### src/rtl/pfu_pkg.sv
// Shared types and helpers for the program fetch unit and its prefetch queue.
package pfu_pkg;

  typedef enum logic [1:0] {
    IDLE = 2'd0,
    RUN  = 2'd1,
    HALT = 2'd2
  } pfu_state_t;

  // Width of a counter able to hold 0..depth inclusive.
  function automatic int unsigned pfu_occ_w(input int unsigned depth);
    return $clog2(depth) + 1;
  endfunction

endpackage

### src/rtl/pfu_queue.sv
// Synchronous FIFO with flush; head word reads as zero while empty.
module pfu_queue
  import pfu_pkg::*;
#(
  parameter int unsigned WIDTH = 14,
  parameter int unsigned DEPTH = 2
) (
  input  logic                          PClock,
  input  logic                          Resetn,
  input  logic                          push,
  input  logic [WIDTH-1:0]              wdata,
  input  logic                          pop,
  input  logic                          flush,
  output logic [WIDTH-1:0]              rdata,
  output logic [pfu_occ_w(DEPTH)-1:0]   count,
  output logic                          empty,
  output logic                          full
);

  localparam int unsigned PTR_W = $clog2(DEPTH);
  localparam int unsigned CNT_W = pfu_occ_w(DEPTH);

  logic [WIDTH-1:0] mem [DEPTH];
  logic [PTR_W-1:0] wr_ptr;
  logic [PTR_W-1:0] rd_ptr;
  logic             do_push;
  logic             do_pop;

  assign empty   = (count == '0);
  assign full    = (count == CNT_W'(DEPTH));
  assign do_pop  = pop && !empty && !flush;
  assign do_push = push && !flush && (!full || do_pop);
  assign rdata   = empty ? '0 : mem[rd_ptr];

  always_ff @(posedge PClock or negedge Resetn) begin
    if (!Resetn) begin
      wr_ptr <= '0;
      rd_ptr <= '0;
      count  <= '0;
    end else if (flush) begin
      wr_ptr <= '0;
      rd_ptr <= '0;
      count  <= '0;
    end else begin
      if (do_push) wr_ptr <= wr_ptr + PTR_W'(1);
      if (do_pop)  rd_ptr <= rd_ptr + PTR_W'(1);
      case ({do_push, do_pop})
        2'b10:   count <= count + CNT_W'(1);
        2'b01:   count <= count - CNT_W'(1);
        default: count <= count;
      endcase
    end
  end

  // Storage needs no reset: unread entries are masked by empty.
  always_ff @(posedge PClock) begin
    if (do_push) mem[wr_ptr] <= wdata;
  end

endmodule

### src/rtl/prog_fetch_unit.sv
// Instruction-fetch sequencer: fetch PC, ROM in-flight tag pipe, prefetch queue, branch flush.
// Optional breakpoint halt is built when PFU_BREAKPOINT_EN is defined.
module prog_fetch_unit
  import pfu_pkg::*;
#(
  parameter int unsigned DATA_W  = 9,
  parameter int unsigned ADDR_W  = 5,
  parameter int unsigned ROM_LAT = 1,
  parameter int unsigned Q_DEPTH = 2,
  parameter int unsigned WRAP    = 1
) (
  input  logic                            PClock,
  input  logic                            Resetn,
  input  logic                            Run,
  input  logic                            pc_inc,
  input  logic                            ld_pc,
  input  logic [ADDR_W-1:0]               ld_addr,
  input  logic [DATA_W-1:0]               rom_data,
`ifdef PFU_BREAKPOINT_EN
  input  logic                            bkpt_en,
  input  logic [ADDR_W-1:0]               bkpt_addr,
  output logic                            bkpt_hit,
`endif
  output logic [ADDR_W-1:0]               rom_addr,
  output logic [DATA_W-1:0]               instr,
  output logic [ADDR_W-1:0]               instr_addr,
  output logic                            instr_valid,
  output logic                            halted,
  output logic [pfu_occ_w(Q_DEPTH)-1:0]   occupancy
);

  localparam int unsigned OCC_W = pfu_occ_w(Q_DEPTH);
  localparam int unsigned CRD_W = OCC_W + 2;

  typedef struct packed {
    logic [DATA_W-1:0] data;
    logic [ADDR_W-1:0] addr;
  } pfu_entry_t;

  localparam int unsigned ENTRY_W = $bits(pfu_entry_t);

  pfu_state_t                     state;
  pfu_state_t                     state_nxt;
  logic [ADDR_W-1:0]              fetch_pc;
  logic [ROM_LAT-1:0]             pipe_v;
  logic [ROM_LAT-1:0][ADDR_W-1:0] pipe_a;
  logic [ROM_LAT-1:0]             pipe_v_nxt;
  logic [ROM_LAT-1:0][ADDR_W-1:0] pipe_a_nxt;
  logic                           issue;
  logic                           pop_fire;
  logic                           ret_push;
  logic                           bkpt_stop;
  logic                           credit_ok;
  logic [CRD_W-1:0]               credit_used;
  pfu_entry_t                     q_wdata;
  pfu_entry_t                     q_rdata;
  logic                           q_empty;
  logic                           q_full;

`ifdef PFU_BREAKPOINT_EN
  assign bkpt_stop = bkpt_en && (fetch_pc == bkpt_addr);
`else
  assign bkpt_stop = 1'b0;
`endif

  // A word popped on this edge frees its slot, which is what allows 1 word/cycle.
  assign pop_fire    = pc_inc && !q_empty && !ld_pc;
  assign ret_push    = pipe_v[ROM_LAT-1] && !ld_pc;
  assign credit_used = CRD_W'(occupancy) + CRD_W'($countones(pipe_v)) - CRD_W'(pop_fire);
  assign credit_ok   = (credit_used < CRD_W'(Q_DEPTH)) && !(q_full && !pop_fire);

  assign rom_addr    = fetch_pc;
  assign instr       = q_rdata.data;
  assign instr_addr  = q_rdata.addr;
  assign instr_valid = !q_empty;

  always_comb begin
    q_wdata      = '0;
    q_wdata.data = rom_data;
    q_wdata.addr = pipe_a[ROM_LAT-1];
  end

  always_ff @(posedge PClock or negedge Resetn) begin
    if (!Resetn) state <= IDLE;
    else         state <= state_nxt;
  end

  always_comb begin
    state_nxt = state;
    case (state)
      IDLE: if (Run) state_nxt = RUN;
      RUN: begin
        if (!Run)                                          state_nxt = IDLE;
        else if (!ld_pc && bkpt_stop)                      state_nxt = HALT;
        else if (issue && (WRAP == 0) && (fetch_pc == '1)) state_nxt = HALT;
      end
      HALT: if (ld_pc) state_nxt = Run ? RUN : IDLE;
      default: state_nxt = IDLE;
    endcase
  end

  always_comb begin
    issue  = 1'b0;
    halted = 1'b0;
    case (state)
      RUN:     issue  = Run && !ld_pc && !bkpt_stop && credit_ok;
      HALT:    halted = 1'b1;
      default: ;
    endcase
  end

  // Tag pipe tracks which ROM reads are still worth keeping; ld_pc kills them all.
  generate
    if (ROM_LAT > 1) begin : g_deep
      assign pipe_v_nxt = ld_pc ? '0 : {pipe_v[ROM_LAT-2:0], issue};
      assign pipe_a_nxt = {pipe_a[ROM_LAT-2:0], fetch_pc};
    end else begin : g_single
      assign pipe_v_nxt = issue;
      assign pipe_a_nxt = fetch_pc;
    end
  endgenerate

  always_ff @(posedge PClock or negedge Resetn) begin
    if (!Resetn) begin
      fetch_pc <= '0;
      pipe_v   <= '0;
      pipe_a   <= '0;
    end else begin
      if (ld_pc)      fetch_pc <= ld_addr;
      else if (issue) fetch_pc <= fetch_pc + ADDR_W'(1);
      pipe_v <= pipe_v_nxt;
      pipe_a <= pipe_a_nxt;
    end
  end

`ifdef PFU_BREAKPOINT_EN
  always_ff @(posedge PClock or negedge Resetn) begin
    if (!Resetn)                                 bkpt_hit <= 1'b0;
    else if (ld_pc)                              bkpt_hit <= 1'b0;
    else if ((state == RUN) && Run && bkpt_stop) bkpt_hit <= 1'b1;
  end
`endif

  pfu_queue #(
    .WIDTH (ENTRY_W),
    .DEPTH (Q_DEPTH)
  ) u_queue (
    .PClock (PClock),
    .Resetn (Resetn),
    .push   (ret_push),
    .wdata  (q_wdata),
    .pop    (pop_fire),
    .flush  (ld_pc),
    .rdata  (q_rdata),
    .count  (occupancy),
    .empty  (q_empty),
    .full   (q_full)
  );

endmodule
### config.mk
export PLATFORM = sky130hd
export DESIGN_NAME = prog_fetch_unit
export DESIGN_NICKNAME = d
export VERILOG_FILES = /design/src/rtl/pfu_pkg.sv /design/src/rtl/pfu_queue.sv /design/src/rtl/prog_fetch_unit.sv
export SDC_FILE = /design/constraint.sdc
export NUM_CORES = 1
export LEC_CHECK = 0
export CAP_MARGIN = 20
export CELL_PAD_IN_SITES_DETAIL_PLACEMENT = 2
export CELL_PAD_IN_SITES_GLOBAL_PLACEMENT = 2
export CORE_MARGIN = 2
export CORE_UTILIZATION = 30
export CTS_BUF_LIST = sky130_fd_sc_hd__clkbuf_16
export CTS_CLUSTER_SIZE = 16
export DETAILED_ROUTE_END_ITERATION = 16
export PLACE_DENSITY = 0.68
export SYNTH_ARGS = -nofsm -noshare
export SYNTH_HDL_FRONTEND = slang
export SYNTH_HIERARCHICAL = 1
export SYNTH_SLANG_ARGS = --single-unit
### constraint.sdc
create_clock -name PClock -period 8.2 [get_ports PClock]
set_clock_uncertainty 0.2 [all_clocks]
set_input_delay 1.23 -clock PClock [delete_from_list [all_inputs] [get_ports PClock]]
set_output_delay 1.23 -clock PClock [all_outputs]
set_load 0.05 [all_outputs]
# After elaboration in Yosys (flattened, before gate mapping)

Memory sizes are Yosys's and may differ from the RTL's.
Cells that the tools add are included.

Add/sub/neg operators: 7
Multipliers: 0
Divide/modulo/power cells: 0
Magnitude comparators: 1
Equality and inequality tests: 8
Shifts and indexed selects: 0
Mux-type cells: 18
Bitwise logic cells: 0
Reductions and logical operators: 24

Operators by type and width:

| cell                                                                          | number |
|---|---|
| 14-bit two-way mux                                                            | 1 |
| 1-bit logical AND                                                             | 11 |
| 5-bit two-way mux                                                             | 2 |
| 1-bit two-way mux                                                             | 9 |
| 2-bit two-way mux                                                             | 4 |
| 2-bit == test (second input constant)                                         | 3 |
| 2-bit != test (second input constant)                                         | 3 |
| 2-bit one-hot mux with 3 select lines                                         | 1 |
| 2-bit nonzero test                                                            | 3 |
| 5-bit by 1-bit adder with 5-bit output (second input constant)                | 1 |
| 1-bit zero test                                                               | 5 |
| 2-bit by 1-bit == test with 1-bit output (second input constant)              | 2 |
| 2-bit zero test                                                               | 2 |
| 4-bit by 2-bit less-than comparator with 1-bit output (second input constant) | 1 |
| 2-bit one-hot mux with 2 select lines                                         | 1 |
| 3-bit by 1-bit subtractor with 4-bit output                                   | 1 |
| 2-bit by 1-bit adder with 3-bit output                                        | 1 |
| 3-bit AND reduction                                                           | 1 |
| 3-bit nonzero test                                                            | 1 |
| 1-bit adder (second input constant)                                           | 2 |
| 2-bit by 1-bit adder with 2-bit output (second input constant)                | 1 |
| 2-bit by 1-bit subtractor with 2-bit output (second input constant)           | 1 |
| 1-bit logical OR                                                              | 1 |

Bits in registers: 17
Bits in latches: 0
RAM bits: 28
ROM bits: 0
Input port bits: 19
Output and inout port bits: 23
Logic and storage cells: 66
Memories kept: 1

Memories:

| name        | depth | width | read ports | clocked after Yosys merged registers in | wr ports | RTL line        | text |
|---|---|---|---|---|---|---|---|
| u_queue.mem | 2     | 14    | 1          | 0                                       | 1        | pfu_queue.sv:23 | `logic [WIDTH-1:0] mem [DEPTH];` |

# Logic depth before layout (Yosys ltp)

Gate-level depths: netlist of the first run.

Depth in word-level cells: 12
Depth in mapped cells: 10
Mapped depth without buffers: 9

# Cells and area by module

Netlist of the first run, hierarchy kept.

By module, submodules not included:

| module          | times used | cells an instance | area an instance (um^2) | seq. area each (um^2) |
|---|---|---|---|---|
| pfu_queue       | 1          | 84                | 1,322.5                 | 940.9 |
| prog_fetch_unit | 1          | 56                | 628.1                   | 300.3 |

# Worst setup path after synthesis of the first run

OpenSTA, ideal clock, no wires.

Kind: input to register
From: in ld_pc
To: reg fetch_pc[2], in the netlist rom_addr[2]
Setup time: 120 ps
Data arrival time: 3,450 ps
Data required time: 7,880 ps
Setup slack: 4,430 ps
Cell stages on the path: 8
Buffers on the path: 0
Cells stage by stage: nor3b_2 > nand2b_1 > a21boi_0 > fa_1 > nand4bb_1 > a211o_1 > or2_4 > a31o_1

Word-level cells in the longest chain between the ends: 9
Elaborated cells on any way between the ends: 13
Classes of those cells: add/sub: 1; order compare: 1; mux: 2; reduce/logical: 9

RTL lines:

| element                                                                                             | RTL line               | text |
|---|---|---|
| start: declaration                                                                                  | prog_fetch_unit.sv:16  | `input logic ld_pc,` |
| parallel branches: the longest is 9 deep, another holds 3-bit by 1-bit subtractor with 4-bit output | --                     |  |
| end signal: assignment                                                                              | prog_fetch_unit.sv:129 | `if (ld_pc) fetch_pc <= ld_addr;` |
| end signal: assignment                                                                              | prog_fetch_unit.sv:130 | `else if (issue) fetch_pc <= fetch_pc + ADDR_W'(1);` |
| end: declaration                                                                                    | prog_fetch_unit.sv:44  | `logic [ADDR_W-1:0] fetch_pc;` |

Several ways; the timed one is not identified.
A chain may end at the register's enable or synchronous reset.

# Final worst setup path of the first run

From: in ld_pc
To: reg fetch_pc[1], in the netlist rom_addr[1]

Word-level cells in the longest chain between the ends: 9
Elaborated cells on any way between the ends: 13
Classes of those cells: add/sub: 1; order compare: 1; mux: 2; reduce/logical: 9

RTL lines:

| element                                                                                             | RTL line               | text |
|---|---|---|
| 1-bit zero test *                                                                                   | prog_fetch_unit.sv:67  | `assign pop_fire = pc_inc && !q_empty && !ld_pc;` |
| 1-bit logical AND *                                                                                 | prog_fetch_unit.sv:67  |  |
| net pop_fire                                                                                        | prog_fetch_unit.sv:50  | `logic pop_fire;` |
| parallel branches: the longest is 3 deep, another holds 3-bit by 1-bit subtractor with 4-bit output | --                     |  |
| 1-bit logical AND *                                                                                 | prog_fetch_unit.sv:70  | `assign credit_ok = (credit_used < CRD_W'(Q_DEPTH)) && !(q_full && !pop_fire);` |
| 1-bit logical AND *                                                                                 | prog_fetch_unit.sv:106 | `RUN: issue = Run && !ld_pc && !bkpt_stop && credit_ok;` |
| 1-bit two-way mux *                                                                                 | prog_fetch_unit.sv:105 | `case (state)` |
| 2-bit nonzero test (no line) *                                                                      | --                     |  |

Mark *: on every way through the listed nets, which the timed path passes.

==> run metrics, run 1 <==
status=completed; fraction of the yosys area taken by sequential cells=0.636; Final setup viols=0; Relative slew margins=0.429; Yosys warning count=6; metal2 WL=1940 um; pwr/cell area=196 mW/mm2; top cells by count, synth=28 x edfxtp_1, 19 x nor2_1, 16 x dfrtp_1, 16 x mux2i_1, 5 x inv_1; Initial DRC Count=84; final max-slew violation count=0; area leader, netlist=edfxtp_1; top post-synthesis cells by area=edfxtp_1 43%, dfrtp_1 21%, mux2i_1 8.2%, nor2_1 3.7%, nand2b_4 1.4%; count leader, synth=edfxtp_1; Synthesized Nets=161; routed len/inst=15.7 um; CTS Sinks=44; Area growth syn-to-layout=32.3%; first-pass GRT wire length=6940 um; Worst-Margin Slew=about 0.85 ns; peak supply drop=0.0000836 V; Port-buffer cells=40; ys async rst share=0.364; Netlist cell types=44; placed cell areas=0.00244 mm2; clock group share of total power=0.380; clock-pin transition on the worst setup and hold timing paths=0.06 ns; # Post-CTS Setup Buffers=0; MaxCap Viol Count=0; Cell Area, Synth=0.00195 mm2; initial antenna violation count=0; post-cts repair resize count=0; final hold viol count=0; CTS H-tree lvls=2; Sw Pwr=122 uW; CTS tree=done; Detailed Place HPWL=2910 um; vias per cell=4.80; TritonRoute pass-1 iters=4; antenna cells=0; Lkg Pwr=0.908 nW; Power, Total=505 uW; Die Width=84.6 um; Comb power frac=0.118; placed cell count=253; pre-CTS setup slack=3.12 ns; Core ar.=between 0.006 and 0.007 mm2; Root Buffer Master=clkbuf_16; Non-Filler Instances=261; num rows=29; Die Y=~85 um; synthesized instance count=140; final instance area=0.00258 mm2; Starting Density=0.309; io pins=42; Sw Share=0.243; nets=204; Detailed Route WL=4110 um; DR vias=about 1,300; clock latency on the worst-skew pair=0.28 ns; hold_buf cts=0; final worst slack=3.43 ns; share of the synthesized area in the top cell type=0.431; Seq pwr share=0.502; vias in the first global route=1,396; CP max FO=20; CP endpoint kind=flip-flop; final period utilization=0.582; critical path class=input port to flip-flop; CTS Buf Count=5; max layer used=met4; pin count of the biggest net entering global routing=21; post-route ant nets=0; Overall Global Routing Usage=0.123; Max clock buf depth=2; Worst EP arrival=4.74 ns; WL met1=about 1900 um; GPL Wtd Cong=0.791; total gr overflow=0; post-synthesis average cell area=around 14 um2; unrepaired setup endpoints after global routing=false; setup TNS=0 ns; Residual DRC=0; Cell Int Power=382 uW; layout cells sized above 1=0.136; Startpoint Class=input port; Post-synth EDFFs=28; HP Class=flip-flop to flip-flop; Tmin final=4.77 ns; WP data required=about 8 ns; FMAX=210 MHz; Met3 Routed Length=213 um; die area=0.00716 mm2; #FFs+latches synth=44; top_reg_cell synth=edfxtp_1
## layer usage
| metal | track usage | vias up |
|---|---|---|
| met5 | 0 | - |
| met1 | 0.165 | 614 |
| met2 | 0.199 | 43 |
| met4 | 0.0303 | 0 |
| met3 | 0.0324 | 5 |
| li1 | - | 590 |
## kinds of logic (layout without fill, tap and decap cells)
| logic type | Yosys count | after routing | share of synthesized area |
|---|---|---|---|
| AOI/OAI and AO/OA | 18 | 18 | 0.0725 |
| xor gates and xnor gates | 4 | 4 | 0.0180 |
| adders and majority gates | 2 | 2 | 0.0167 |
| buffers and inverters | 12 | 56 | 0.0301 |
| DFF | 44 | 44 | 0.636 |
| muxes | 17 | 17 | 0.0898 |
| other | 1 | 1 | 0.00192 |
| and+or+nand+nor | 42 | 42 | 0.135 |
## sequential cells by signal (all words and copies together) (netlist names)
signal and cells:
pipe_a 5, pipe_v 1, rom_addr 5, state 1, u_queue/count 2, u_queue/mem 28
u_queue/rd_ptr 1, u_queue/wr_ptr 1
## per-stage QoR
stage	util	hold slack (ns)
2_1_floorplan	-	0.220
3_3_place_gp	0.386	0.222
3_5_place_dp	0.386	0.229
4_1_cts	0.409	0.244
5_1_grt	0.409	0.254
6_report	0.409	0.240
## power by group through the flow
stage               clock network, mW  registers, mW  logic [mW]
finish                          0.192          0.253      0.0594
global route                    0.207          0.255      0.0636
CTS                             0.199          0.254      0.0603
detailed placement                  0          0.258      0.0599
global placement                    0          0.258      0.0591
floorplan                           0          0.268      0.0231
## critical path, cell delays in order
cell and delay (ns):
clkdlybuf4s50_1 0.85, nor3b_2 0.74, nand2b_1 0.17, a21boi_0 0.26, fa_1 0.45, nand4bb_1 0.19
a211o_1 0.33, or2_4 0.29, a31o_1 0.22
## worst paths after layout
| check | from | to | slack (ns) | cells past startpoint |
|---|---|---|---|---|
| setup reg to reg | u_queue/count[1]$_DFFE_PN0P_ | rom_addr[1]$_DFFE_PN0P_ | 4.45 | 9 |
| hold reg to reg | pipe_a[0]$_DFF_PN0_ | u_queue/mem[1][0]$_DFFE_PP_ | 0.24 | 0 |
| max in group asynchronous | Resetn | u_queue/count[0]$_DFFE_PN0P_ | 6.15 | 1 |
| hold / removal | pipe_a[0]$_DFF_PN0_ | u_queue/mem[1][0]$_DFFE_PP_ | 0.24 | 0 |
| setup / recovery | ld_pc | rom_addr[1]$_DFFE_PN0P_ | 3.43 | 9 |
| min in group asynchronous | Resetn | state[0]$_DFFE_PN0P_ | 1.19 | 1 |
## layout by cell type (no fill, tap or decap), types with 2 or more instances in the layout
cell type / synthesis / layout
nor2_1: 19 / 19
clkinv_2: 0 / 2
a21oi_1: 4 / 4
nor2b_1: 2 / 2
nor4_1: 2 / 2
nor3b_2: 1 / 2
clkdlybuf4s50_1: 0 / 40
nand2b_4: 2 / 2
clkbuf_16: 0 / 5
dfrtp_1: 16 / 16
buf_4: 1 / 2
o41ai_1: 2 / 2
nand2_1: 2 / 2
o21ai_0: 3 / 3
mux2i_1: 16 / 16
edfxtp_1: 28 / 28
inv_1: 5 / 5
nand3_1: 2 / 2
xnor2_1: 3 / 3
a31o_1: 2 / 2
a211oi_2: 2 / 2
nand2b_1: 2 / 2
## final cells by class
type / count / area, um2
fill: 655 / 3730
sequential: 44 / 1240
multi-input combinational: 84 / 661
timing repair buffer: 42 / 415
clock buffer: 5 / 125
tap: 77 / 96.3
inverter: 6 / 22.5
clock inverter: 3 / 18.8
No activity file was read; power rests on OpenSTA's default activity.
==> inputs of run 2 (changes only) <==
==> constraint.sdc (replaced) <==
create_clock -name PClock -period 4.65 [get_ports PClock]
set_clock_uncertainty 0.2 [all_clocks]
set_input_delay 0.6975 -clock PClock [delete_from_list [all_inputs] [get_ports PClock]]
set_output_delay 0.6975 -clock PClock [all_outputs]
set_load 0.05 [all_outputs]
==> run 2 against run 1 <==
Compared with the run above: non-clock buffer count grew 3; global-route usage grew 1.1 points; cell area grew 0.78%; clock power grew 77%; first-iteration DRC count shrank 82%; count of clock-buffer cells in the layout is the same; worst setup slack lost 2.4 ns; largest cell class unchanged.
==> run metrics, run 2 (same netlist as run 1, synthesis figures left out) <==
first-pass GRT wire length=7400 um (+6.6%); TritonRoute pass-1 iters=3 (-1); clock group share of total power=0.380 (about the same); CP endpoint kind=flip-flop; Worst EP arrival=3.59 ns (-1.15 ns); CTS Buf Count=5 (unchanged); Cell Int Power=674 uW (+76%); Lkg Pwr=0.920 nW (+1.3%); Worst-Margin Slew=0.857 ns (+0.00258 ns); Detailed Route WL=4410 um (+7.4%); total gr overflow=0 (unchanged); Overall Global Routing Usage=0.133 (+0.0108); Port-buffer cells=40 (unchanged); WP data required=4.63 ns (-3.54 ns); final period utilization=0.777; setup TNS=0 ns (unchanged); io pins=42 (unchanged); status=completed; routed len/inst=16.7 um (+6.2%); layout cells sized above 1=0.144 (+0.00852); clock latency on the worst-skew pair=0.29 ns (about the same); Seq pwr share=0.500 (-0.002); vias per cell=4.79 (-0.11%); antenna cells=0 (unchanged); Startpoint Class=flip-flop; CP max FO=10 (-50%); Comb power frac=0.120 (+0.002); DR vias=1,265 (+1.0%); vias in the first global route=1,509 (+8.1%); Relative slew margins=0.429 (about the same); final hold viol count=0 (unchanged); Largest Register=u_queue/mem; nets=207 (+1.5%); Multi-input gate area=661 um2 (unchanged); max reg flops=28 (unchanged); hold_buf cts=0 (unchanged); Die Width=84.6 um (unchanged); Sw Pwr=221 uW (+80%); Tmin final=3.61 ns; commonest non-fill, non-tap cell in the layout=clkdlybuf4s50_1; Area growth syn-to-layout=33.3%; pin count of the biggest net entering global routing=20 (-4.8%); peak supply drop=0.000141 V (+69%); clock-pin transition on the worst setup and hold timing paths=0.06 ns (about the same); Residual DRC=0 (unchanged); Die Y=84.6 um (unchanged); Power, Total=894 uW (+77%); Initial DRC Count=15 (-82%); CTS Sinks=44 (unchanged); critical path class=flip-flop to flip-flop; Fill cells=658 (+0.46%); register area=0.00124 mm2 (unchanged); pwr/cell area=344 mW/mm2 (+76%); post-cts repair resize count=0 (unchanged); HP Class=flip-flop to flip-flop; # Post-CTS Setup Buffers=0 (unchanged); final max-slew violation count=0 (unchanged); FMAX=277 MHz; leading cell types in the layout, fill and taps excluded=40 x clkdlybuf4s50_1, 28 x edfxtp_1, 19 x nor2_1, 16 x mux2i_1, 16 x dfrtp_1; Detailed Place HPWL=3160 um (+8.5%); CTS tree=done; MaxCap Viol Count=0 (unchanged); initial antenna violation count=0 (unchanged); Max clock buf depth=2 (unchanged); Starting Density=0.309 (unchanged); Final setup viols=0 (unchanged); CTS H-tree lvls=2 (unchanged); num rows=29 (unchanged); Core ar.=0.00631 mm2 (unchanged); Sw Share=0.247 (+0.00407); post-route ant nets=0 (unchanged); Root Buffer Master=clkbuf_16; unrepaired setup endpoints after global routing=false; GPL Wtd Cong=0.857 (+8.4%); die area=0.00716 mm2 (unchanged)
-- run 2: cell type report --
class,instances,area share
sequential,44,0.477
multi-input combinational,84,0.254
clock buffer,5,0.0481
clock inverter,3,0.00626
timing repair buffer,45,0.168
inverter,6,0.00866
tap,77,0.0371
-- run 2: final timing paths --
| check | start | to | slack, ns | cells past startpoint |
|---|---|---|---|---|
| min in group asynchronous | Resetn | state[0]$_DFFE_PN0P_ | 0.66 | 1 |
| max | u_queue/count[1]$_DFFE_PN0P_ | rom_addr[1]$_DFFE_PN0P_ | 1.04 | 10 |
| max reg2reg | u_queue/count[1]$_DFFE_PN0P_ | rom_addr[1]$_DFFE_PN0P_ | 1.04 | 10 |
| min reg2reg | pipe_a[0]$_DFF_PN0_ | u_queue/mem[0][0]$_DFFE_PP_ | 0.24 | 0 |
| min | pipe_a[0]$_DFF_PN0_ | u_queue/mem[0][0]$_DFFE_PP_ | 0.24 | 0 |
| max in group asynchronous | Resetn | u_queue/wr_ptr$_DFFE_PN0P_ | 3.11 | 1 |
-- run 2: layer usage --
layer,up-vias,share of wire,global-route usage
li1,591,-,-
met1,630,0.43,0.154
met2,38,0.51,0.239
met3,6,0.047,0.0334
met4,0,0.014,0.0476
met5,-,0,0
-- run 2: through the flow --
step,instances,hold WS (ns),setup slack [ns],util,area [um2]
2_1_floorplan,140,0.202,0.930,-,1950
6_report,264,0.240,1.04,0.412,2600
4_1_cts,264,0.243,0.989,0.412,2600
5_1_grt,264,0.248,0.744,0.412,2600
3_3_place_gp,256,0.223,0.988,0.389,2460
3_5_place_dp,256,0.232,0.922,0.389,2460
-- run 2: power groups by stage --
stage	Sequential, mW	Combinational (mW)	Clock, mW
final	0.447	0.108	0.339
after global routing	0.450	0.116	0.361
after CTS	0.448	0.110	0.348
after detailed placement	0.455	0.109	0
after global placement	0.454	0.106	0
after floorplan	0.472	0.0407	0
-- run 2: critical path: stages (launching register included) --
cell and delay, ns:
dfrtp_1 0.56, nor2_2 0.50, buf_4 0.27, nand2b_4 0.15, o21ai_0 0.08, a21boi_0 0.26
fa_1 0.46, nand4bb_1 0.19, a211o_1 0.32, or2_4 0.28, a31o_1 0.22
==> inputs of run 3 (changes only) <==
--- a/config.mk
+++ b/config.mk
@@ -13,7 +13,7 @@
 export CTS_BUF_LIST = sky130_fd_sc_hd__clkbuf_16
 export CTS_CLUSTER_SIZE = 16
 export DETAILED_ROUTE_END_ITERATION = 16
-export PLACE_DENSITY = 0.68
+export PLACE_DENSITY = 0.71
 export SYNTH_ARGS = -nofsm -noshare
 export SYNTH_HDL_FRONTEND = slang
 export SYNTH_HIERARCHICAL = 1
==> constraint.sdc (replaced) <==
create_clock -name PClock -period 3.2 [get_ports PClock]
set_clock_uncertainty 0.2 [all_clocks]
set_input_delay 0.48 -clock PClock [delete_from_list [all_inputs] [get_ports PClock]]
set_output_delay 0.48 -clock PClock [all_outputs]
set_load 0.05 [all_outputs]
==> run 3 against run 2 <==
Compared with the run above: highest routed layer unchanged; register-to-register slack lost 0.85 ns; sequential power increased by 46%; worst setup slack got worse by 0.91 ns; via count grew 1.2%; sequential share of layout area down 1.1 points; non-clock buffer count increased by 2; power rose by 55%; critical endpoint is now rom_addr[2]$_DFFE_PN0P_; largest power group unchanged.
==> run metrics, run 3 (same netlist as run 1, synthesis figures left out) <==
status=completed; CTS Buf Count=5 (unchanged); CP endpoint kind=flip-flop; critical path class=input port to flip-flop; die area=0.00716 mm2 (unchanged); CP max stage delay=0.49 ns (-0.07 ns); peak supply drop=0.000400 V (+180%); post-route ant nets=0 (unchanged); io pins=42 (unchanged); DR vias=1,280 (+1.2%); WP data required=3.17 ns (-1.46 ns); Starting Density=0.309 (unchanged); Detailed Route WL=4770 um (+8.2%); Largest Register=u_queue/mem; vias per cell=4.81 (+0.42%); Root Buffer Master=clkbuf_16; CP bufs+invs=1 (unchanged); num rows=29 (unchanged); commonest non-fill, non-tap cell in the layout=clkdlybuf4s50_1; initial antenna violation count=0 (unchanged); Residual DRC=0 (unchanged); hold_buf cts=0 (unchanged); Overall Global Routing Usage=0.148 (+0.0141); Relative slew margins=0.423 (-0.00538); CP max FO=7 (-3); Slowest cell on crit path=clkdlybuf4s50_1; Die Width=84.6 um (unchanged); clock-pin transition on the worst setup and hold timing paths=0.06 ns (about the same); total gr overflow=0 (unchanged); antenna cells=0 (unchanged); Initial DRC Count=53 (+38); final hold viol count=0 (unchanged); Fill cells=630 (-4.3%); pwr/cell area=518 mW/mm2 (+51%); max reg flops=28 (unchanged); MaxCap Viol Count=0 (unchanged); Final setup viols=0 (unchanged); CTS H-tree lvls=2 (unchanged); Tmin final=just over 3 ns; final period utilization=0.960; nets=209 (+0.97%); Die Y=84.6 um (unchanged); Post-Route Utilization=0.424 (+0.0125); CTS Sinks=44 (unchanged); Worst EP arrival=3.05 ns (-0.54 ns); TritonRoute pass-1 iters=4 (+1); Non-Filler Instances=266 (+0.76%); Worst-Margin Slew=0.865 ns (+0.00806 ns); Port-buffer cells=40 (unchanged); layout cells sized above 1=0.185 (+0.0408); first-pass GRT wire length=8020 um (+8.4%); GPL Wtd Cong=0.791 (-7.7%); final max-slew violation count=0 (unchanged); Core ar.=0.00631 mm2 (unchanged); delay-heaviest family, CP=simple AND/OR/NAND/NOR gates; Lkg Pwr=0.947 nW (+3.0%); Area growth syn-to-layout=37.3%; vias in the first global route=1,545 (+2.4%); Detailed Place HPWL=3230 um (+2.2%); HP Class=flip-flop to flip-flop; Power, Total=1.39 mW (+55%); pin count of the biggest net entering global routing=18 (-10%); Startpoint Class=input port; FMAX=about 330 MHz; Max clock buf depth=2 (unchanged); unrepaired setup endpoints after global routing=false; placed cell count=257 (+0.39%); clock latency on the worst-skew pair=0.29 ns (about the same); crit-path cells=clkdlybuf4s50_1 -> nor3b_4 -> nand2b_1 -> a21boi_2 -> fa_1 -> nand4bb_1 -> a211o_4 -> or2_4 -> a31o_1; routed len/inst=17.9 um (+7.4%); CTS tree=done; leading cell types in the layout, fill and taps excluded=39 x clkdlybuf4s50_1, 28 x edfxtp_1, 19 x nor2_1, 16 x mux2i_1, 14 x dfrtp_1
## run 3: path summary, 6_finish.rpt
path                                                   start                           end  slack [ns]  cells after the start
max in group asynchronous                             Resetn  u_queue/count[1]$_DFFE_PN0P_        1.77                      1
min in group asynchronous                             Resetn       rom_addr[3]$_DFFE_PN0P_        0.45                      1
worst min-delay path                     pipe_a[0]$_DFF_PN0_   u_queue/mem[1][0]$_DFFE_PP_        0.25                      0
worst min register to register           pipe_a[0]$_DFF_PN0_   u_queue/mem[1][0]$_DFFE_PP_        0.25                      0
worst max-delay path                                   ld_pc       rom_addr[2]$_DFFE_PN0P_        0.13                      9
worst max register to register  u_queue/count[1]$_DFFE_PN0P_       rom_addr[2]$_DFFE_PN0P_        0.19                      9
## run 3: worst reg2reg max path, delay by kind of cell, from the launching register on
family                   cells  cell delay (ns)
AO/OA/AOI/OAI                4             0.84
adder cells (fa/ha/maj)      1             0.48
flip-flops                   1             0.56
AND/OR/NAND/NOR              4             0.83
## run 3: cell type report
| class | instances | area [um2] | share of cell area |
|---|---|---|---|
| clock inverters | 3 | 42.5 | 0.0159 |
| clock buffers | 5 | 125 | 0.0467 |
| repair buffers | 47 | 452 | 0.169 |
| flip-flops and latches | 44 | 1250 | 0.466 |
| well taps | 77 | 96.3 | 0.0360 |
| multi-input cells | 84 | 692 | 0.258 |
| inverters | 6 | 22.5 | 0.00841 |
## run 3: timing repair
item,CTS,global route
pin swaps,3,1
endpoints found under the hold margin,0,0
gates resized for setup,1,2
endpoints found under the setup margin,2,4
buffers inserted,1,0
## run 3: report_power, final
part           internal (mW)  switching [mW]  leakage, nW
Clock                  0.366           0.209       0.0798
Combinational         0.0661          0.0945        0.424
Sequential             0.630          0.0221        0.443
Total                   1.06           0.326        0.947
## run 3: metrics by stage
step                      hold WS (ns)  worst slack, ns  TNS [ns]  instance area (um2)
final                            0.248            0.127         0                 2680
after global routing             0.266          0.00913         0                 2680
after CTS                        0.253           0.0346         0                 2660
after detailed placement         0.238           -0.147    -0.430                 2490
after global placement           0.224          -0.0275   -0.0534                 2490
after floorplan                -0.0156           0.0230         0                 1980
## run 3: per-layer routing
metal  routed length [um]  GRT usage
met2                 2550      0.262
met3                  180     0.0403
met4                   78     0.0519
met1                 1970      0.171
met5                    0          0
